==> src/rtl/button_pkg.sv <==
// Shared types and defaults for the push-button conditioner.
package button_pkg;

   typedef enum logic [2:0] {
      IDLE,
      PRESS_CHK,
      HELD,
      LONG,
      RELEASE_CHK
   } cond_state_e;

   localparam int unsigned DEF_SYNC_STAGES     = 2;
   localparam int unsigned DEF_DEBOUNCE_CYCLES = 16;
   localparam int unsigned DEF_LONG_CYCLES     = 64;

endpackage

==> src/rtl/bit_synchronizer.sv <==
// Multi-flop synchronizer for one asynchronous bit; clears to 0 on reset.
module bit_synchronizer #(
   parameter int unsigned STAGES = 2
) (
   input  logic i_clk,
   input  logic i_reset_n,
   input  logic i_d,
   output logic o_q
);

   logic [STAGES-1:0] r_sync;

   always_ff @(posedge i_clk or negedge i_reset_n) begin
      if (!i_reset_n) begin
         r_sync <= '0;
      end else begin
         r_sync <= {r_sync[STAGES-2:0], i_d};
      end
   end

   assign o_q = r_sync[STAGES-1];

endmodule

==> src/rtl/button_conditioner.sv <==
// Turns a bouncing push-button into clean press/release/long-press pulses
// and a debounced level for the RGB sequencer.
module button_conditioner
   import button_pkg::*;
#(
   parameter int unsigned SYNC_STAGES     = DEF_SYNC_STAGES,
   parameter int unsigned DEBOUNCE_CYCLES = DEF_DEBOUNCE_CYCLES,
   parameter int unsigned LONG_CYCLES     = DEF_LONG_CYCLES
) (
   input  logic i_clk,
   input  logic i_reset_n,
   input  logic i_button_raw,
   output logic o_press,
   output logic o_release,
   output logic o_long_press,
   output logic o_held
);

   localparam int unsigned DW = $clog2(DEBOUNCE_CYCLES + 1);
   localparam int unsigned LW = $clog2(LONG_CYCLES + 1);
   localparam logic [DW-1:0] D_MAX = DW'(DEBOUNCE_CYCLES);
   localparam logic [LW-1:0] L_MAX = LW'(LONG_CYCLES);

   logic w_s;

   cond_state_e r_state, w_state_nxt;
   logic [DW-1:0] r_dcnt, w_dcnt_nxt, w_dcnt_inc;
   logic [LW-1:0] r_lcnt, w_lcnt_nxt, w_lcnt_inc;
   logic r_long_done, w_long_done_nxt;
   logic r_press, w_press_nxt;
   logic r_release, w_release_nxt;
   logic r_long_press, w_long_press_nxt;
   logic r_held, w_held_nxt;
   logic w_long_hit;

   bit_synchronizer #(
      .STAGES (SYNC_STAGES)
   ) u_sync (
      .i_clk     (i_clk),
      .i_reset_n (i_reset_n),
      .i_d       (i_button_raw),
      .o_q       (w_s)
   );

   assign w_dcnt_inc = (r_dcnt == D_MAX) ? r_dcnt : r_dcnt + DW'(1);
   assign w_lcnt_inc = (r_lcnt == L_MAX) ? r_lcnt : r_lcnt + LW'(1);
   // Long timer fires once per press, whether still held or mid release-debounce
   assign w_long_hit = (w_lcnt_inc == L_MAX) && !r_long_done;

   always_ff @(posedge i_clk or negedge i_reset_n) begin
      if (!i_reset_n) begin
         r_state      <= IDLE;
         r_dcnt       <= '0;
         r_lcnt       <= '0;
         r_long_done  <= 1'b0;
         r_press      <= 1'b0;
         r_release    <= 1'b0;
         r_long_press <= 1'b0;
         r_held       <= 1'b0;
      end else begin
         r_state      <= w_state_nxt;
         r_dcnt       <= w_dcnt_nxt;
         r_lcnt       <= w_lcnt_nxt;
         r_long_done  <= w_long_done_nxt;
         r_press      <= w_press_nxt;
         r_release    <= w_release_nxt;
         r_long_press <= w_long_press_nxt;
         r_held       <= w_held_nxt;
      end
   end

   always_comb begin
      w_state_nxt      = r_state;
      w_dcnt_nxt       = r_dcnt;
      w_lcnt_nxt       = r_lcnt;
      w_long_done_nxt  = r_long_done;
      w_press_nxt      = 1'b0;
      w_release_nxt    = 1'b0;
      w_long_press_nxt = 1'b0;
      w_held_nxt       = r_held;

      case (r_state)
         IDLE: begin
            if (w_s) begin
               w_state_nxt = PRESS_CHK;
               w_dcnt_nxt  = DW'(1);
            end
         end

         PRESS_CHK: begin
            if (!w_s) begin
               w_state_nxt = IDLE;
               w_dcnt_nxt  = '0;
            end else if (r_dcnt == D_MAX) begin
               w_state_nxt     = HELD;
               w_press_nxt     = 1'b1;
               w_held_nxt      = 1'b1;
               w_lcnt_nxt      = '0;
               w_long_done_nxt = 1'b0;
            end else begin
               w_dcnt_nxt = w_dcnt_inc;
            end
         end

         HELD: begin
            w_lcnt_nxt = w_lcnt_inc;
            if (w_long_hit) begin
               w_long_press_nxt = 1'b1;
               w_long_done_nxt  = 1'b1;
               w_state_nxt      = LONG;
            end
            if (!w_s) begin
               w_state_nxt = RELEASE_CHK;
               w_dcnt_nxt  = DW'(1);
            end
         end

         LONG: begin
            if (!w_s) begin
               w_state_nxt = RELEASE_CHK;
               w_dcnt_nxt  = DW'(1);
            end
         end

         RELEASE_CHK: begin
            w_lcnt_nxt = w_lcnt_inc;
            if (w_long_hit) begin
               w_long_press_nxt = 1'b1;
               w_long_done_nxt  = 1'b1;
            end
            if (w_s) begin
               w_state_nxt = w_long_done_nxt ? LONG : HELD;
               w_dcnt_nxt  = '0;
            end else if (r_dcnt == D_MAX) begin
               w_state_nxt   = IDLE;
               w_release_nxt = 1'b1;
               w_held_nxt    = 1'b0;
            end else begin
               w_dcnt_nxt = w_dcnt_inc;
            end
         end

         default: begin
            w_state_nxt = IDLE;
         end
      endcase
   end

   assign o_press      = r_press;
   assign o_release    = r_release;
   assign o_long_press = r_long_press;
   assign o_held       = r_held;

endmodule
==> config.mk <==
export PLATFORM = sky130hd
export DESIGN_NAME = button_conditioner
export DESIGN_NICKNAME = d
export VERILOG_FILES = /design/src/rtl/button_pkg.sv /design/src/rtl/bit_synchronizer.sv /design/src/rtl/button_conditioner.sv
export SDC_FILE = /design/constraint.sdc
export NUM_CORES = 1
export LEC_CHECK = 0
export CELL_PAD_IN_SITES_DETAIL_PLACEMENT = 2
export CELL_PAD_IN_SITES_GLOBAL_PLACEMENT = 2
export CORE_MARGIN = 2
export CORE_UTILIZATION = 38
export DETAILED_ROUTE_END_ITERATION = 10
export GPL_TIMING_DRIVEN = 0
export PLACE_DENSITY_LB_ADDON = 0.1
export SLEW_MARGIN = 20
export SYNTH_ARGS = -nofsm -noshare
export SYNTH_HDL_FRONTEND = slang
export SYNTH_SLANG_ARGS = --single-unit
==> constraint.sdc <==
create_clock -name i_clk -period 2.4 [get_ports i_clk]
set_clock_uncertainty 0.1 [all_clocks]
set_input_delay 0.36 -clock i_clk [delete_from_list [all_inputs] [get_ports i_clk]]
set_output_delay 0.36 -clock i_clk [all_outputs]
set_load 0.02 [all_outputs]
==> summary.txt, run 1 <==
Pwr
  • Lkg Pwr: ~0.61 nW
  • PwrDens: ~440 nW/um^2
  • Worst vdd ir: between 0.2 and 0.25 mV
  • PnR Total Power: 0.655 mW

STA
  • Min cycle time layout: 2180 ps
  • Final hold violations: 0
  • RSZ-0062 raised after global routing: false
  • Worst Max-Slew Pin Slew: approximately 1000 ps
  • Setup TNS: 0 ps
  • Setup Viol. Count Final: 0
  • Max-slew violation count: 0
  • FMAX: about 460 MHz
  • Period utilization: 90.8%
  • Slew margin rel.: 30.0%

Floorplanning
  • Starting Density: 39.7%
  • Row cnt: 21
  • DIE WIDTH: 63.3 um
  • Total Die Area: 4000 um^2
  • Core area: between 3000 and 4000 um^2
  • Die H: 63.3 um
  • # IOs: 7

Synthesis
  • Async set-reset flop share out of synthesis: 100%
  • #FFs+latches synth: 22
  • Register area share after synthesis: 41.2%
  • EDFF count, synth: 0
  • Cells after synthesis: 134
  • Synthesized Nets: 141
  • Yosys cell types: 46
  • Netlist Area Pre-Place: 1340 um^2
  • Warnings from Yosys: 0
  • Top_reg_cell synth: dfrtp_1
  • Synth Area per Inst: roughly 10 um^2

Detailed routing
  • Drt drc: 0
  • Initial DRC Count: 24
  • TritonRoute pass-1 iters: 3
  • Routed len/inst: 17.9 um
  • Via density: 5.78
  • Routed WL: 3.40 mm
  • DRT antenna net count: 0
  • Vias: between 1000 and 1500

Critical path
  • RR Startpoint: r_dcnt[0]
  • Startpoint types: register
  • WP data arrival: 2290 ps
  • Worst setup path startpoint: r_dcnt[0]
  • Endpoint type of the worst setup path: register
  • Crit path max fanout: 7
  • Critical path required time: 2510 ps
  • Critical path type: reg -> reg

Layout
  • Final core utilization: 44.5%
  • Most common cell after layout, fill and taps aside: dfrtp_1
  • Final #Nets: approximately 150
  • Most frequent cells in the layout: dfrtp_1 (22), nand2_1 (10), o21ai_1 (9)
  • Antenna diodes: 0
  • Proportion of layout cells with a drive suffix above 1: 14.6%
  • Finished Cell Area: between 1000 and 1500 um^2
  • Area growth syn-to-layout: 12.0%

GRT
  • Largest net degree at the start of global routing: 23
  • Initial antenna violation count: 0
  • Vias in the first global route: 1213
  • GR Overflow Total: 0
  • First-pass GRT wire length: just over 6 mm
  • Total track usage: 19.2%

Place
  • RePlAce Congestion: between 0.7 and 0.8
  • DP HPWL: 2.59 mm
  • Port Buffers: 6
  • Placed Instance Area: 1450 um^2

CTS
  • CTS Buf Count: 3
  • Reg clk slew, reported paths: 130 ps
  • H-tree level count: 1
  • Longest Clk Path Bufs: 2
  • Clk root buf: clkbuf_4
  • CTS tree: yes
  • Clock sinks: 22
  • Worst-Skew Late Latency: 310 ps

Worst hold path
  • Hold Crit Class: reg -> reg
  • Worst hold start: u_sync.r_sync[0]

Run
  • Max Cap Viol: 0

Outcome
  • Outcome: complete, no violations
-- worst max-delay path: stages, from the launching register on --
cell	delay, ps
dfrtp_1	470
inv_1	90
ha_1	200
nand4bb_4	190
nor4_4	410
nor2_2	160
a21o_1	200
mux2_4	250
-- through the flow --
step	instances	hold slack, ps	worst slack (ps)
6_report	190	281	221
5_1_grt	190	293	85.2
4_1_cts	190	284	154
3_5_place_dp	186	254	202
3_3_place_gp	186	242	258
2_1_floorplan	134	-35.6	546
-- synth_stat cells (2+ instances only) --
cell	n	area, um^2
dfrtp_1	22	551
nand2_1	10	37.5
o21ai_1	9	45.0
nand3_1	7	35.0
nor2_1	7	26.3
nor3_1	7	35.0
inv_1	5	18.8
a21o_1	4	30.0
a21oi_1	4	20.0
a22o_1	4	35.0
and2_1	4	25.0
ha_1	4	50.1
o21ai_0	4	20.0
nand2b_1	3	18.8
buf_2	2	10.0
clkbuf_1	2	7.51
nand3b_1	2	15.0
nand4bb_4	2	55.1
nor2_2	2	12.5
o31ai_1	2	15.0
xnor2_1	2	17.5
xor2_1	2	17.5
-- power breakdown --
group	internal, mW	total [mW]	switching (mW)	leakage (nW)
combinational	0.0210	0.0552	0.0341	0.289
clock	0.0926	0.212	0.119	0.0210
sequential	0.378	0.388	0.00958	0.297
-- logic make-up after synthesis --
kind of cell	synth area share, %
mux	1.12
compound gates	19.5
xor+xnor	2.62
flops	41.2
fa+ha+maj	3.75
simple gates	27.9
buf+inv	3.84
-- area by class of cell --
cell class,count,area (um^2)
fillers,388,1870
plain buffers,5,28.8
repair buffers,6,60.1
flip-flops and latches,22,551
clock buffers,4,36.3
multi-input cells,101,739
well taps,46,57.6
inverters,6,22.5
-- timing repair --
action / in CTS / in global routing
setup endpoints to repair: 0 / 1
resized for setup: 0 / 1
hold buffers: 0 / 0
buffers inserted: 0 / 0
-- layer usage --
layer | vias up | routed length, um | GRT usage (%) | share of wire, %
met5 | - | 0 | 0 | 0
met4 | 0 | 15 | 4.89 | 0.44
met3 | 2 | 56 | 2.32 | 1.6
met2 | 7 | 1780 | 34.8 | 52
met1 | 574 | 1550 | 24.1 | 46
li1 | 515 | - | - | -
-- registers in the layout (all words and copies together) (netlist names) --
register	count
o_release	1
u_sync.r_sync	2
r_lcnt	7
o_long_press	1
o_held	1
r_long_done	1
r_state	3
o_press	1
r_dcnt	5
-- final timing paths --
check | slack [ps] | to | depth (start not counted)
setup / recovery | 220 | r_lcnt[0] | 7
hold / removal | 280 | u_sync.r_sync[1] | 0
setup reg to reg | 220 | r_lcnt[0] | 7
hold reg to reg | 280 | u_sync.r_sync[1] | 0
max in group asynchronous | 1070 | r_dcnt[4] | 1
min in group asynchronous | 500 | r_lcnt[6] | 1
(Power assumes the default switching activity.)
==> run 2, diff against run 1 <==
Settings changed: CORE_UTILIZATION 38 to 40, CTS_BUF_LIST from default to sky130_fd_sc_hd__clkbuf_4 sky130_fd_sc_hd__clkbuf_8, SETUP_SLACK_MARGIN from default to 0.1, SLEW_MARGIN 20 to default.
==> summary.txt, run 2 (synthesis results as in run 1) <==
Outcome
  • Outcome: complete, no violations

Pwr
  • Worst vdd ir: 0.266 mV
  • Lkg Pwr: about 0.6 nW
  • PwrDens: between 400 and 500 nW/um^2
  • PnR Total Power: ~0.61 mW

Layout
  • Max reg flops: 7
  • Sequential cell area: 551 um^2
  • Multi-input logic area: ~750 um^2
  • Regs by FF count: r_lcnt: 7 flops, r_dcnt: 5 flops, r_state: 3 flops
  • Most frequent cells in the layout: dfrtp_1 (22), nand2_1 (10), o21ai_1 (9)
  • Proportion of layout cells with a drive suffix above 1: 14.7%
  • Antenna diodes: 0
  • Final #Nets: 152
  • Fill count: 346
  • Biggest register: r_lcnt
  • Most common cell after layout, fill and taps aside: dfrtp_1
  • Area growth syn-to-layout: 11.2%
  • Final core utilization: 47.9%

CTS
  • CTS Buf Count: 3
  • CTS tree: yes
  • Clk root buf: clkbuf_4
  • Longest Clk Path Bufs: 2
  • Clock sinks: 22
  • CTS Hold Buffers Added: 0
  • Worst-Skew Late Latency: approximately 310 ps
  • Reg clk slew, reported paths: 120 ps
  • H-tree level count: 1

GRT
  • GR Overflow Total: 0
  • Total track usage: 20.8%
  • Largest net degree at the start of global routing: 23
  • Initial antenna violation count: 0
  • First-pass GRT wire length: 5.62 mm
  • Vias in the first global route: 1180

STA
  • RSZ-0062 raised after global routing: false
  • Min cycle time layout: 2090 ps
  • Setup Viol. Count Final: 0
  • Worst Max-Slew Pin Slew: 1020 ps
  • Setup TNS: 0 ps
  • Period utilization: between 80% and 90%
  • Max-slew violation count: 0
  • Slew margin rel.: 32.0%
  • Final hold violations: 0
  • FMAX: 478 MHz

Critical path
  • Endpoint type of the worst setup path: register
  • RR Startpoint: r_lcnt[1]
  • Critical Path End: o_long_press
  • WP data arrival: 2220 ps
  • Startpoint types: register
  • Critical path required time: 2520 ps
  • R2R depth: 6
  • Crit Reg-Reg Endpoint: o_long_press
  • Critical path type: reg -> reg
  • Worst setup path startpoint: r_lcnt[1]
  • Crit path max fanout: 6
  • Reg2reg setup slack: 310 ps

Detailed routing
  • TritonRoute pass-1 iters: 6
  • Vias: 1083
  • DRT antenna net count: 0
  • Met2 WL: 1.64 mm
  • Via density: slightly below 6
  • Routed len/inst: 18.3 um
  • Max layer used: met4
  • Drt drc: 0
  • Routed WL: ~3.4 mm
  • Initial DRC Count: 48
  • Wl on met1: 1.58 mm
  • Wire length on met3: 100 um

Floorplanning
  • Starting Density: 43.0%
  • Row cnt: 20
  • Core area: about 3100 um^2
  • DIE WIDTH: 61.8 um
  • Die H: 61.8 um
  • # IOs: 7
  • Total Die Area: 3820 um^2

Place
  • Port Buffers: 6
  • DP HPWL: approximately 2.6 mm
  • RePlAce Congestion: 0.759

Worst hold path
  • Hold Crit Class: reg -> reg
  • Worst Hold Depth: 0

Run
  • Max Cap Viol: 0
run 2: worst min-delay path by stage:
stage,to,slack [ps],startpoint
6_report,u_sync.r_sync[1],270,u_sync.r_sync[0]
5_1_grt,u_sync.r_sync[1],290,u_sync.r_sync[0]
4_1_cts,u_sync.r_sync[1],280,u_sync.r_sync[0]
3_5_place_dp,u_sync.r_sync[1],250,u_sync.r_sync[0]
3_3_place_gp,u_sync.r_sync[1],250,u_sync.r_sync[0]
2_1_floorplan,o_held,-40,i_reset_n
run 2: worst max-delay path: stages (launching register included):
cell      delay (ps)
dfrtp_1          470
ha_1             320
nand3_1          160
and2_1           200
nor4_2           280
o211ai_2         170
nor4_2           290
run 2: layer usage:
layer / GRT usage [%] / vias up
met2: 33.7 / 25
li1: - / 508
met5: 0 / -
met4: 10.6 / 0
met3: 2.48 / 7
met1: 27.3 / 543
run 2: area by class of cell:
cell class / instances / area share (%)
tap: 44 / 3.71
clock buffer: 3 / 1.52
sequential: 22 / 37.1
inverter: 6 / 1.52
timing repair buffer: 6 / 4.04
multi-input combinational: 101 / 50.2
buffer: 5 / 1.94
run 2: repair_timing:
item | 4_1_cts | 5_1_grt
resized for setup | 0 | 2
setup endpoints to repair | 0 | 5
buffers inserted | 0 | 0
run 2: power by group:
group / leakage (nW) / total [mW] / switching, mW / internal, mW
combinational: 0.289 / 0.0544 / 0.0331 / 0.0213
sequential: 0.297 / 0.387 / 0.00871 / 0.378
clock: 0.0138 / 0.170 / 0.111 / 0.0589
run 2: stage by stage:
stage	std cells	setup slack (ps)	cell area [um^2]	hold slack, ps
after CTS	187	163	1470	277
after global routing	187	163	1490	293
after global placement	184	283	1450	247
after detailed placement	184	194	1450	249
after floorplan	134	546	1340	-35.6
final	187	306	1490	273
==> run 3, diff against run 2 <==
Settings changed: CORE_UTILIZATION 40 to 39, SYNTH_HIERARCHICAL from default to 1.
==> summary.txt, run 3 <==
Synthesis
  • Synth Area in Compound Gates: 23.0%
  • Yosys cell types: 49
  • Synthesized Nets: 163
  • Top post-synthesis cells by area: dfrtp_1 (39%), a21oi_1 (4.3%), ha_1 (3.6%), inv_1 (3.5%), nor2_1 (3.2%)
  • Share of the synthesized area in the top cell type: 39.4%
  • Main combinational cell family by area after synthesis: compound AO/OA/AOI/OAI gates
  • Top_reg_cell synth: dfrtp_1
  • Register area share after synthesis: 39.4%
  • Top cell type by total area after synthesis: dfrtp_1
  • EDFF count, synth: 0
  • Multiplexer share of the synthesized area: 2.15%
  • Cells after synthesis: around 160
  • Post-Synth Adder-Cell Area: 3.58%
  • Synth Area in Simple Gates: 22.2%
  • Async set-reset flop share out of synthesis: 100%
  • Most numerous cell in the Yosys netlist: dfrtp_1
  • Synth Area per Inst: 8.97 um^2
  • Warnings from Yosys: 6
  • Netlist Area Pre-Place: approximately 1400 um^2
  • Xor/xnor cell area share of the yosys netlist: around 2.5%
  • #FFs+latches synth: 22
  • Synth cell count leaders: dfrtp_1 (22), inv_1 (13), a21oi_1 (12), nor2_1 (12), nand2_1 (11)

GRT
  • First-pass GRT wire length: slightly below 7 mm
  • Total track usage: 21.3%
  • Vias in the first global route: 1338
  • GR Overflow Total: 0
  • Largest net degree at the start of global routing: 23
  • Initial antenna violation count: 0

Detailed routing
  • TritonRoute pass-1 iters: 4
  • Drt drc: 0
  • Via density: 5.66
  • Initial DRC Count: 61
  • Routed len/inst: 18.2 um
  • DRT antenna net count: 0
  • Vias: roughly 1200
  • Routed WL: roughly 3.9 mm

CTS
  • Post-CTS Setup Bufs: 0
  • CTS tree: yes
  • CTS Hold Buffers Added: 0
  • Reg clk slew, reported paths: about 130 ps
  • H-tree level count: 1
  • Clk root buf: clkbuf_4
  • Clock sinks: 22
  • CTS Buf Count: 3
  • Worst-Skew Late Latency: between 300 and 400 ps
  • Cts repair resizes: 0
  • Longest Clk Path Bufs: 2

STA
  • Final setup margin: around 460 ps
  • Slew margin rel.: 29.7%
  • Final hold violations: 0
  • RSZ-0062 raised after global routing: false
  • Setup Viol. Count Final: 0
  • Min cycle time layout: around 1900 ps
  • Period utilization: about four fifths
  • FMAX: 515 MHz
  • Max-slew violation count: 0
  • Worst Max-Slew Pin Slew: 1050 ps
  • Setup TNS: 0 ps

Worst hold path
  • Worst Hold Depth: 0
  • Worst hold endpoint: u_sync/r_sync[1]
  • Hold Crit Class: reg -> reg
  • Worst hold start: u_sync/r_sync[0]

Critical path
  • WP data arrival: ~2000 ps
  • RR Startpoint: r_lcnt[0]
  • Endpoint type of the worst setup path: register
  • R2R depth: 6
  • Crit path max fanout: 7
  • Critical path type: reg -> reg
  • Startpoint types: register
  • Crit Reg-Reg Endpoint: o_long_press
  • Reg2reg setup slack: around 460 ps
  • Critical path required time: 2500 ps

Place
  • Setup WS pre-CTS: approximately 430 ps
  • DP HPWL: 2.96 mm
  • RePlAce Congestion: 0.802
  • Port Buffers: 6

Layout
  • Max reg flops: 7
  • Most common cell after layout, fill and taps aside: dfrtp_1
  • Final core utilization: 46.3%
  • Proportion of layout cells with a drive suffix above 1: about a tenth
  • Final #Nets: 174
  • Biggest register: r_lcnt
  • Area growth syn-to-layout: 12.2%
  • Fill count: 383
  • Antenna diodes: 0
  • Most frequent cells in the layout: dfrtp_1 (22), inv_1 (13), nor2_1 (12), a21oi_1 (12), nand2_1 (11)
  • Regs by FF count: r_lcnt: 7 flops, r_dcnt: 5 flops, r_state: 3 flops

Floorplanning
  • Row cnt: 21
  • # IOs: 7
  • Core area: approximately 3400 um^2
  • DIE WIDTH: 63.9 um
  • Die H: 63.9 um
  • Total Die Area: 4080 um^2
  • Starting Density: 41.3%

Pwr
  • PwrDens: 468 nW/um^2
  • Lkg Pwr: ~0.64 nW
  • Worst vdd ir: approximately 0.23 mV

Run
  • Max Cap Viol: 0

Outcome
  • Outcome: complete, no violations
==> run 3: worst max-delay path by stage <==
stage	startpoint	endpoint	slack, ps	cells past startpoint
6_report	r_lcnt[0]	o_long_press	460	6
5_1_grt	r_lcnt[1]	o_long_press	260	6
4_1_cts	r_lcnt[1]	o_long_press	410	6
3_5_place_dp	r_lcnt[1]	o_long_press	430	6
3_3_place_gp	r_dcnt[0]	r_dcnt[0]	520	7
2_1_floorplan	r_dcnt[0]	r_dcnt[0]	650	7
==> run 3: area by class of cell <==
cell class	instances	area [um^2]	area share (%)
multi-input combinational	113	747	47.6
sequential	22	551	35.1
buffer	8	52.6	3.35
clock inverter	1	30.0	1.91
timing repair buffer	6	60.1	3.83
inverter	13	48.8	3.11
clock buffer	3	22.5	1.44
tap	46	57.6	3.67
==> run 3: logic make-up after synthesis <==
family	count (synthesis)
AOI/OAI and AO/OA	46
xor gates and xnor gates	4
adders and majority gates	4
buffers and inverters	21
DFF	22
muxes	3
and+or+nand+nor	56
==> run 3: routing by layer <==
metal	track usage (%)	part of all wire (%)	routed length (um)
met1	27.9	48	1830
met2	37.4	50	1940
met3	2.82	1.5	59
met4	4.08	0.70	27
met5	0	0	0
==> run 3: metrics by stage <==
step	instance area, um^2	hold WS [ps]	instances	total power, mW
global placement	1520	239	208	0.449
global route	1570	306	212	0.772
CTS	1570	284	212	0.741
floorplan	1400	-35.6	156	0.428
finish	1570	279	212	0.735
detailed placement	1520	253	208	0.453
==> run 3: critical path, cell delays in order (launching register included) <==
cell      delay (ps)
dfrtp_1          500
inv_1            100
ha_1             220
and4bb_1         210
a211oi_1         230
a31oi_1          180
nor4_1           300
==> run 3: where the power goes <==
group | switching [mW] | leakage [nW] | internal [mW]
clock | 0.121 | 0.0279 | 0.169
sequential | 0.00952 | 0.297 | 0.378
combinational | 0.0351 | 0.316 | 0.0231
total | 0.165 | 0.641 | 0.569
